[config.mk]
export PLATFORM = sky130hd
export DESIGN_NAME = tft_pixel_feeder_flat
export DESIGN_NICKNAME = d
export VERILOG_FILES = /design/src/rtl/tft_pixel_feeder_pkg.sv /design/src/rtl/tft_pixel_feeder_if.sv /design/src/rtl/tft_pix_fifo.sv /design/src/rtl/tft_pixel_feeder.sv /design/src/flat_wrapper.sv
export SDC_FILE = /design/constraint.sdc
export NUM_CORES = 1
export LEC_CHECK = 0
export BUFFER_PORTS_ARGS = -buffer_cell sky130_fd_sc_hd__buf_2
export CORE_AREA = 2 2 115 128
export CTS_CLUSTER_SIZE = 20
export DETAILED_ROUTE_END_ITERATION = 7
export DIE_AREA = 0 0 117 130
export SYNTH_ARGS = -nofsm -noshare
export SYNTH_HDL_FRONTEND = slang
export SYNTH_HIERARCHICAL = 1
export SYNTH_SLANG_ARGS = --single-unit
[constraint.sdc]
create_clock -name clk -period 2.8 [get_ports clk]
set_clock_uncertainty 0.05 [all_clocks]
set_input_delay 0.14 -clock clk [delete_from_list [all_inputs] [get_ports clk]]
set_output_delay 0.14 -clock clk [all_outputs]
set_load 0.01 [all_outputs]
[src/rtl/tft_pixel_feeder_pkg.sv]
// rtl/tft_pixel_feeder_pkg.sv - shared constants, widths and FSM state for the TFT pixel feeder
package tft_pkg;
    localparam int H_ACT     = 800;
    localparam int V_ACT     = 480;
    localparam int NUM_PAGES = 8;

    localparam int PAGE_W = 3;
    localparam int ROW_W  = 9;
    localparam int COL_W  = 10;
    localparam int PIX_W  = 16;

    localparam logic [PIX_W-1:0] CLEAR_COLOR = 16'h0000;

    typedef enum logic {
        CLEAR,
        RUN
    } state_t;
endpackage

[src/rtl/tft_pixel_feeder_if.sv]
// rtl/tft_pixel_feeder_if.sv - host cursor-set and pixel handshakes into the feeder
interface tft_pixel_feeder_if;
    import tft_pkg::*;

    logic              cmd_valid;
    logic              cmd_ready;
    logic [PAGE_W-1:0] cmd_page;
    logic [ROW_W-1:0]  cmd_row;
    logic [COL_W-1:0]  cmd_col;
    logic              pix_valid;
    logic              pix_ready;
    logic [PIX_W-1:0]  pix_data;

    modport master (
        output cmd_valid, cmd_page, cmd_row, cmd_col, pix_valid, pix_data,
        input  cmd_ready, pix_ready
    );

    modport slave (
        input  cmd_valid, cmd_page, cmd_row, cmd_col, pix_valid, pix_data,
        output cmd_ready, pix_ready
    );
endinterface

[src/rtl/tft_pix_fifo.sv]
// rtl/tft_pix_fifo.sv - synchronous show-ahead FIFO; a push into a full FIFO is taken when a pop frees the slot
module tft_pix_fifo #(
    parameter int WIDTH = 16,
    parameter int DEPTH = 4
) (
    input  logic                     clk,
    input  logic                     rst,
    input  logic                     push,
    input  logic [WIDTH-1:0]         push_data,
    input  logic                     pop,
    output logic [WIDTH-1:0]         head,
    output logic [$clog2(DEPTH):0]   count,
    output logic                     empty,
    output logic                     full
);
    localparam int AW = $clog2(DEPTH);

    logic [WIDTH-1:0] mem [DEPTH];
    logic [AW-1:0]    wr_ptr;
    logic [AW-1:0]    rd_ptr;
    logic             do_push;
    logic             do_pop;

    assign empty   = (count == '0);
    assign full    = (count == (AW+1)'(DEPTH));
    assign head    = mem[rd_ptr];
    assign do_pop  = pop & ~empty;
    assign do_push = push & (~full | do_pop);

    always_ff @(posedge clk or negedge rst) begin
        if (!rst) begin
            wr_ptr <= '0;
            rd_ptr <= '0;
            count  <= '0;
            for (int i = 0; i < DEPTH; i++) begin
                mem[i] <= '0;
            end
        end else begin
            if (do_push) begin
                mem[wr_ptr] <= push_data;
                wr_ptr      <= wr_ptr + 1'b1;
            end
            if (do_pop) begin
                rd_ptr <= rd_ptr + 1'b1;
            end
            case ({do_push, do_pop})
                2'b10:   count <= count + 1'b1;
                2'b01:   count <= count - 1'b1;
                default: count <= count;
            endcase
        end
    end
endmodule

[src/rtl/tft_pixel_feeder.sv]
// rtl/tft_pixel_feeder.sv - clears every SDRAM page, then feeds host pixels at an auto-incrementing cursor
module tft_pixel_feeder
    import tft_pkg::*;
#(
    parameter int               H_ACT       = tft_pkg::H_ACT,
    parameter int               V_ACT       = tft_pkg::V_ACT,
    parameter int               NUM_PAGES   = tft_pkg::NUM_PAGES,
    parameter int               DEPTH       = 4,
    parameter logic [PIX_W-1:0] CLEAR_COLOR = tft_pkg::CLEAR_COLOR
) (
    input  logic                clk,
    input  logic                rst,
    tft_pixel_feeder_if.slave   host,
    input  logic                wr_inc,
    input  logic                fifo_rd_req,
    output logic                fifo_full,
    output logic [PIX_W-1:0]    fifo_out,
    output logic [PAGE_W-1:0]   page_set,
    output logic [ROW_W-1:0]    row_add_user,
    output logic [COL_W-1:0]    col_add_user,
    output logic                startup,
    output logic                clear_done
);
    localparam int AW = $clog2(DEPTH);
    localparam logic [COL_W-1:0]  COL_LAST  = COL_W'(H_ACT - 1);
    localparam logic [ROW_W-1:0]  ROW_LAST  = ROW_W'(V_ACT - 1);
    localparam logic [PAGE_W-1:0] PAGE_LAST = PAGE_W'(NUM_PAGES - 1);

    state_t            state, state_nxt;
    logic [PAGE_W-1:0] page_nxt;
    logic [ROW_W-1:0]  row_nxt;
    logic [COL_W-1:0]  col_nxt;
    logic              done_nxt;
    logic              run;
    logic              push, pop, empty, full;
    logic [PIX_W-1:0]  head;
    logic [AW:0]       fifo_count;
    logic              cmd_fire, line_end, page_end, sweep_end;

    assign run            = (state == RUN);
    assign startup        = run;
    assign pop            = run & fifo_rd_req & ~empty;
    assign host.pix_ready = run & (~full | pop);
    assign push           = host.pix_valid & host.pix_ready;
    assign host.cmd_ready = run & (fifo_count == '0) & ~wr_inc;
    assign cmd_fire       = host.cmd_valid & host.cmd_ready;
    assign fifo_full      = run & ~empty;
    assign fifo_out       = run ? head : CLEAR_COLOR;

    assign line_end  = (col_add_user == COL_LAST);
    assign page_end  = line_end & (row_add_user == ROW_LAST);
    assign sweep_end = page_end & (page_set == PAGE_LAST);

    tft_pix_fifo #(.WIDTH(PIX_W), .DEPTH(DEPTH)) u_fifo (
        .clk       (clk),
        .rst       (rst),
        .push      (push),
        .push_data (host.pix_data),
        .pop       (pop),
        .head      (head),
        .count     (fifo_count),
        .empty     (empty),
        .full      (full)
    );

    always_ff @(posedge clk or negedge rst) begin
        if (!rst) begin
            state        <= CLEAR;
            page_set     <= '0;
            row_add_user <= '0;
            col_add_user <= '0;
            clear_done   <= 1'b0;
        end else begin
            state        <= state_nxt;
            page_set     <= page_nxt;
            row_add_user <= row_nxt;
            col_add_user <= col_nxt;
            clear_done   <= done_nxt;
        end
    end

    // cmd_ready excludes wr_inc, so a cursor load and an advance never collide
    always_comb begin
        state_nxt = state;
        page_nxt  = page_set;
        row_nxt   = row_add_user;
        col_nxt   = col_add_user;
        done_nxt  = 1'b0;
        if (cmd_fire) begin
            page_nxt = host.cmd_page;
            row_nxt  = (host.cmd_row > ROW_LAST) ? ROW_LAST : host.cmd_row;
            col_nxt  = (host.cmd_col > COL_LAST) ? COL_LAST : host.cmd_col;
        end else if (wr_inc) begin
            col_nxt = line_end ? '0 : col_add_user + 1'b1;
            if (line_end) begin
                row_nxt = (row_add_user == ROW_LAST) ? '0 : row_add_user + 1'b1;
            end
            // only the clear sweep crosses pages; user writes wrap within their page
            if (!run && page_end) begin
                page_nxt = sweep_end ? '0 : page_set + 1'b1;
            end
            if (!run && sweep_end) begin
                state_nxt = RUN;
                done_nxt  = 1'b1;
            end
        end
    end
endmodule

[src/flat_wrapper.sv]
// flat-port wrapper written by rule: the top's interface ports become plain ports
module tft_pixel_feeder_flat import tft_pkg::*;
#(
    parameter int               H_ACT       = tft_pkg::H_ACT,
    parameter int               V_ACT       = tft_pkg::V_ACT,
    parameter int               NUM_PAGES   = tft_pkg::NUM_PAGES,
    parameter int               DEPTH       = 4,
    parameter logic [PIX_W-1:0] CLEAR_COLOR = tft_pkg::CLEAR_COLOR
)
  (clk, rst, wr_inc, fifo_rd_req, fifo_full, fifo_out, page_set, row_add_user, col_add_user, startup, clear_done, host_cmd_valid, host_cmd_page, host_cmd_row, host_cmd_col, host_pix_valid, host_pix_data, host_cmd_ready, host_pix_ready);
  tft_pixel_feeder_if host_i ();
  input  logic clk;
  input  logic rst;
  input  logic wr_inc;
  input  logic fifo_rd_req;
  output logic fifo_full;
  output logic [PIX_W-1:0] fifo_out;
  output logic [PAGE_W-1:0] page_set;
  output logic [ROW_W-1:0] row_add_user;
  output logic [COL_W-1:0] col_add_user;
  output logic startup;
  output logic clear_done;
  input wire logic [$bits(host_i.cmd_valid)-1:0] host_cmd_valid;
  input wire logic [$bits(host_i.cmd_page)-1:0] host_cmd_page;
  input wire logic [$bits(host_i.cmd_row)-1:0] host_cmd_row;
  input wire logic [$bits(host_i.cmd_col)-1:0] host_cmd_col;
  input wire logic [$bits(host_i.pix_valid)-1:0] host_pix_valid;
  input wire logic [$bits(host_i.pix_data)-1:0] host_pix_data;
  output wire logic [$bits(host_i.cmd_ready)-1:0] host_cmd_ready;
  output wire logic [$bits(host_i.pix_ready)-1:0] host_pix_ready;
  assign host_i.cmd_valid = host_cmd_valid;
  assign host_i.cmd_page = host_cmd_page;
  assign host_i.cmd_row = host_cmd_row;
  assign host_i.cmd_col = host_cmd_col;
  assign host_i.pix_valid = host_pix_valid;
  assign host_i.pix_data = host_pix_data;
  assign host_cmd_ready = host_i.cmd_ready;
  assign host_pix_ready = host_i.pix_ready;
  tft_pixel_feeder #(.H_ACT(H_ACT), .V_ACT(V_ACT), .NUM_PAGES(NUM_PAGES), .DEPTH(DEPTH), .CLEAR_COLOR(CLEAR_COLOR)) u_core (.clk(clk), .rst(rst), .host(host_i), .wr_inc(wr_inc), .fifo_rd_req(fifo_rd_req), .fifo_full(fifo_full), .fifo_out(fifo_out), .page_set(page_set), .row_add_user(row_add_user), .col_add_user(col_add_user), .startup(startup), .clear_done(clear_done));
endmodule
==> results.cfg, run 1 <==
[drt]
wl_mm = 11.1
first_pass_iters = 4
wl_per_cell_um = 16.3
ant_nets = 0
num_vias = 3409
viasPerCell = 5.01
drc = 0
dr.first_iter.drc_count = 233

[synth]
ys.flop_type = dfrtp_1
syn_area_sq_mm = 0.00481
netlist_top_cells_count = dfrtp_1 (95), mux2_2 (65), and2_1 (21), nand2_1 (18), nand3_1 (17)
synthTopCellsByArea = dfrtp_1 (49%), mux2_2 (15%), mux4_2 (7.5%)
synthCells = 381
synth_most_common_cell = dfrtp_1
syn_nets = 435
synth_cell_types = 52
ys_seq_area_share_pct = 49.5
synthArstFlopShare_pct = 100
yosys.area.top_type = dfrtp_1
syn_avg_cell_area_sq_um = 12.6
synth-seq-cells = 95
synth_top_area_share_pct = 49.5
synth_edf_count = 0
yosysWarnings = 6

[setup_path]
rr_worst_depth = 11
rrSetupSlack_ns = 0.21
crit_arrival_ns = 2.82
r2r-start = u_core/u_fifo/count[0]
crit_type = reg -> reg
slowest_stage = dfrtp_1
crit_start = u_core/u_fifo/count[0]
cp_data_required_time_ns = 3.02
crit_end = u_core/u_fifo/count[2]
endpoint_kind = flop
cpMostUsedCell = xor2_1
path_max_fanout = 6
cpPeakStageDelay_ns = 0.47
crit_chain = nor3_1 > nor2b_1 > and2_4 > nor4b_4 > nand2b_4 > ha_1 > inv_1 > fa_1 > xor2_1 > nor2_1 > xor2_1
start_kind = flop
rr_endpoint = u_core/u_fifo/count[2]

[grt]
grt_pass1_wl_mm = 17.3
grt.overflow.total = 0
antenna_found_initial = 0
grt_use_total_pct = 15.0
grt_pass1_vias = 3574
grt_max_degree = 59

[timing]
max_slew_margin_pct = 47.5
period_needed_ns = 2.59
fmax_mhz = 386
final-hold-violation-count = 0
maxSlewViolCount = 0
hold_slack_ns = 0.0149
worstMarginPinSlew_ns = 0.787
setup_viol = 0
fin_crit_sh_pct = 92.6
setup_ws_ns = 0.206
rsz0062_at_grt = false
final.setup.tns_ns = 0

[cts]
path_clk_slew_ns = 0.07
root_buffer = clkbuf_16
cts.repair.resized = 0
clock_path_buffers = 2
htreeDepth = 3
tritoncts = done
cts_made_buffers = 9
clock_sinks = 95
clk_latency_ns = 0.35

[status]
status = finished, final reports clean

[floorplanning]
die_height_um = 130
num_rows = 46
io_pins = 87
core_area_sq_mm = 0.0141
die_w_um = 117
start_util_pct = 34.1
die_area_sq_mm = 0.0152

[place]
dp_slack_ns = 0.198
dpl.hpwl_mm = 7.77
dp_cells = 655
place.gp.congestion = 0.852
portBuffers = 86

[finish]
drive_gt1_share_pct = 43.1
nets = 539
final_core_util_pct = 42.1
fin_cells = 681
syn2layout_area_growth_pct = 23.6
diodes = 0

[pwr]
irDropWorstVdd_mv = 0.384
leakagePower_nw = 2.93
p_per_area_mw_per_mm2 = 514

[worst_hold_path]
hold_class = in -> reg
whs_path_depth = 2

[flow_run]
maxCapViolCount = 0
-- worst max-delay path: cells and delay by family, from the launching register on --
kind	cells	cell delay, ns
DFF	1	0.47
buffers and inverters	1	0.06
and+or+nand+nor	6	1.10
adders and majority gates	2	0.55
xor gates and xnor gates	2	0.29
-- cells in the final DEF, fill, tap and decap left out, drive strengths merged, types with 3 or more instances in the layout --
cell	n
inv	11
o21ai	11
ha	9
nor3	8
dlygate4sd3	11
nand3	17
xor2	8
nor2	18
nand2	18
mux2i	3
buf	100
dfrtp	95
a21oi	11
nand4	4
o31a	3
clkbuf	10
and2	21
o31ai	3
a31oi	4
and3	6
mux4	16
xnor2	6
mux2	65
-- registers in the layout (all words and copies together) (netlist names) --
signal	flops
u_core/u_fifo/mem	64
u_core/col_add_user	10
u_core/row_add_user	9
u_core/page_set	3
u_core/u_fifo/count	3
u_core/u_fifo/rd_ptr	2
u_core/u_fifo/wr_ptr	2
u_core/clear_done	1
u_core/startup	1
-- cell type report --
type                       count  area, sq um
clock buffer                  10          239
clock inverter                 5         88.8
fill                        1315         8160
inverter                       9         33.8
multi-input combinational    259         2300
sequential                    95         2380
tap                          192          240
timing repair buffer         111          661
-- per-stage QoR --
stage	power (W)	instance area (sq um)
after floorplan	0.00158	4820
after global placement	0.00171	5500
after detailed placement	0.00172	5500
after CTS	0.00310	5940
after global routing	0.00317	5940
final	0.00305	5940
-- metal layers --
metal	vias to the layer above	track usage (%)	part of all wire, %
met2	108	25.8	48
met5	-	0	0
li1	1597	-	-
met4	0	4.43	1.5
met3	15	5.11	6.4
met1	1689	17.9	44
-- worst min-delay path by stage --
stage / startpoint / slack [ns] / endpoint
4_1_cts: host_pix_data[8] / 0.0004 / u_core/u_fifo/mem[40]
5_1_grt: host_pix_data[4] / 0.007 / u_core/u_fifo/mem[36]
6_report: host_pix_data[11] / 0.01 / u_core/u_fifo/mem[11]
2_1_floorplan: rst / -0.21 / u_core/clear_done
3_3_place_gp: rst / 0.21 / u_core/row_add_user[6]
3_5_place_dp: rst / 0.23 / u_core/row_add_user[6]
-- power by group --
part / leakage (nW) / switching [W] / internal [W]
combinational: 1.46 / 0.000135 / 0.000107
sequential: 1.31 / 0.0000514 / 0.00141
clock: 0.161 / 0.000540 / 0.000813
total: 2.93 / 0.000727 / 0.00233
-- kinds of logic after synthesis --
group                      after synthesis  synth area share, %
and+or+nand+nor                        106                 12.9
DFF                                     95                 49.5
xor gates and xnor gates                14                 2.55
AOI/OAI and AO/OA                       45                 6.04
adders and majority gates               10                 2.76
muxes                                   84                 23.4
buffers and inverters                   27                 2.92
-- timing repair --
action                                  CTS  global route
endpoints found under the hold margin    68             0
hold buffers                             11             0
setup buffers                             0             0
endpoints found under the setup margin    0             0
No activity file was read; power rests on OpenSTA's default activity.
==> run 2: changes to the inputs <==
--- a/config.mk
+++ b/config.mk
@@ -10,6 +10,7 @@
 export CTS_CLUSTER_SIZE = 20
 export DETAILED_ROUTE_END_ITERATION = 7
 export DIE_AREA = 0 0 117 130
+export SETUP_SLACK_MARGIN = 0.4
 export SYNTH_ARGS = -nofsm -noshare
 export SYNTH_HDL_FRONTEND = slang
 export SYNTH_HIERARCHICAL = 1
==> run 2 against run 1 <==
  * Routed wire length is 1.2% lower
  * Critical endpoint unchanged
  * Highest routed layer unchanged
  * Cell count is 0.15% lower
  * Flip-flop and latch count did not move
  * Critical path depth increased by 1
  * Global-route usage grew 0.33 points
  * Die area did not move
==> results.cfg, run 2 (synthesis gave the netlist of run 1 again) <==
[timing]
worstMarginPinSlew_ns = 0.523
max_slew_margin_pct = 65.1
fmax_mhz = 433
maxSlewViolCount = 0
final.setup.tns_ns = 0
rsz0062_at_grt = true
fin_crit_sh_pct = 82.5
period_needed_ns = 2.31
setup_viol = 0
final-hold-violation-count = 0

[drt]
wl_mm = 11.0
drc = 0
num_vias = 3414
first_pass_iters = 4
viasPerCell = 5.02
ant_nets = 0
wl_per_cell_um = 16.2
dr.first_iter.drc_count = 300

[status]
status = finished, final reports clean

[finish]
final_common_cell = dfrtp_1
seqCellArea_sq_mm = 0.00238
drive_gt1_share_pct = 45.7
diodes = 0
largest_register_ffs = 64
final_cell_mix = dfrtp_1 (91), buf_2 (85), mux2_2 (65)
multiInputGateArea_sq_mm = 0.00234
finalInstanceArea_sq_mm = 0.00592
nets = 537
syn2layout_area_growth_pct = 23.2
top_register = u_core/u_fifo/mem
largest_registers = u_core/u_fifo/mem: 64 flops, u_core/col_add_user: 10 flops, u_core/row_add_user: 9 flops
fillCellCount = 1338

[cts]
clk_latency_ns = 0.34
cts_made_buffers = 9
path_clk_slew_ns = 0.07
htreeDepth = 3
root_buffer = clkbuf_16
clock_path_buffers = 2
clock_sinks = 95
tritoncts = done

[pwr]
p_per_area_mw_per_mm2 = 478
intPower_w = 0.00212
switchingPower_w = 0.000715
comb_power_share_pct = 8.3
irDropWorstVdd_mv = 0.247
switching_share_pct = 25.3
power_frac_seq_pct = 51.6
leakagePower_nw = 2.90
p_clk_share_pct = 40.1

[place]
portBuffers = 86
place.gp.congestion = 0.823
dpl.hpwl_mm = 7.45
dpl_cell_area_sq_mm = 0.00552

[setup_path]
endpoint_kind = flop
rr_endpoint = u_core/u_fifo/count[2]
crit_type = reg -> reg
crit_arrival_ns = 2.52
rrSetupSlack_ns = 0.49
path_max_fanout = 5
start_kind = flop
rr_worst_depth = 12
r2r-start = u_core/u_fifo/count[1]
cp_data_required_time_ns = 3.01

[grt]
use_met2_pct = 25.9
grt_use_met1_pct = 19.4
met3_usage_pct = 3.20
grt.busiest_layer = met2
grt_pass1_wl_mm = 18.1
grt_max_degree = 96
antenna_found_initial = 1
grt_pass1_vias = 3637
grt.overflow.total = 0
grt_use_total_pct = 15.3

[floorplanning]
die_height_um = 130
die_area_sq_mm = 0.0152
start_util_pct = 34.1
num_rows = 46
core_area_sq_mm = 0.0141
io_pins = 87
die_w_um = 117

[worst_hold_path]
whs_endpoint = u_core/u_fifo/mem[19]
min_from = host_pix_data[3]
hold_class = in -> reg
whs_path_depth = 2

[flow_run]
maxCapViolCount = 0
[run 2: how the worst max path moves through the flow]
stage	startpoint	to
CTS	u_core/u_fifo/count[1]	u_core/u_fifo/count[2]
finish	u_core/u_fifo/count[1]	u_core/u_fifo/count[2]
global placement	u_core/u_fifo/count[0]	u_core/u_fifo/count[2]
floorplan	u_core/startup	u_core/u_fifo/count[2]
global route	u_core/u_fifo/count[1]	u_core/u_fifo/count[2]
detailed placement	u_core/u_fifo/count[1]	u_core/u_fifo/count[2]
[run 2: power groups by stage]
stage	clock network [W]	logic (W)	registers, W
2_1_floorplan	0	0.0000877	0.00149
3_3_place_gp	0	0.000224	0.00148
3_5_place_dp	0	0.000229	0.00149
4_1_cts	0.00118	0.000239	0.00146
5_1_grt	0.00123	0.000269	0.00146
6_report	0.00114	0.000235	0.00146
[run 2: layer usage]
metal  vias to the layer above  wire length [um]
li1                       1592                 -
met1                      1717              4960
met2                        94              5320
met3                        11               573
met4                         0               140
met5                         -                 0
[run 2: critical path: stages, from the launching register on]
cell	delay [ns]
dfrtp_2	0.42
buf_4	0.16
inv_1	0.11
and3_1	0.15
a21boi_0	0.08
and2_1	0.24
nand2b_4	0.11
ha_4	0.13
inv_2	0.03
fa_2	0.33
xor2_1	0.14
nor2_1	0.11
xor2_1	0.14
[run 2: final cells by class]
type / count / share of cell area [%]
flip-flops and latches: 95 / 40.2
clock buffers: 9 / 3.80
inverters: 9 / 0.571
multi-input cells: 259 / 39.5
well taps: 192 / 4.06
clock inverters: 7 / 0.782
repair buffers: 109 / 11.1
[run 2: metrics by stage]
step / worst slack, ns / total power, W / hold WS (ns) / instances / util, %
floorplan: 0.170 / 0.00158 / -0.206 / 381 / -
global placement: 0.357 / 0.00171 / 0.179 / 652 / 39.1
detailed placement: 0.301 / 0.00172 / 0.181 / 652 / 39.1
CTS: 0.431 / 0.00288 / 0.00308 / 679 / 41.9
global route: 0.344 / 0.00297 / 0.0142 / 680 / 42.0
finish: 0.489 / 0.00283 / 0.0179 / 680 / 42.0
[run 2: timing repair]
item | 4_1_cts | 5_1_grt
endpoints found under the setup margin | 2 | 6
hold buffers | 8 | 0
pin swaps | 2 | 2
resized for setup | 4 | 3
endpoints found under the hold margin | 102 | 0
buffers inserted | 3 | 1
gates cloned | 0 | 0
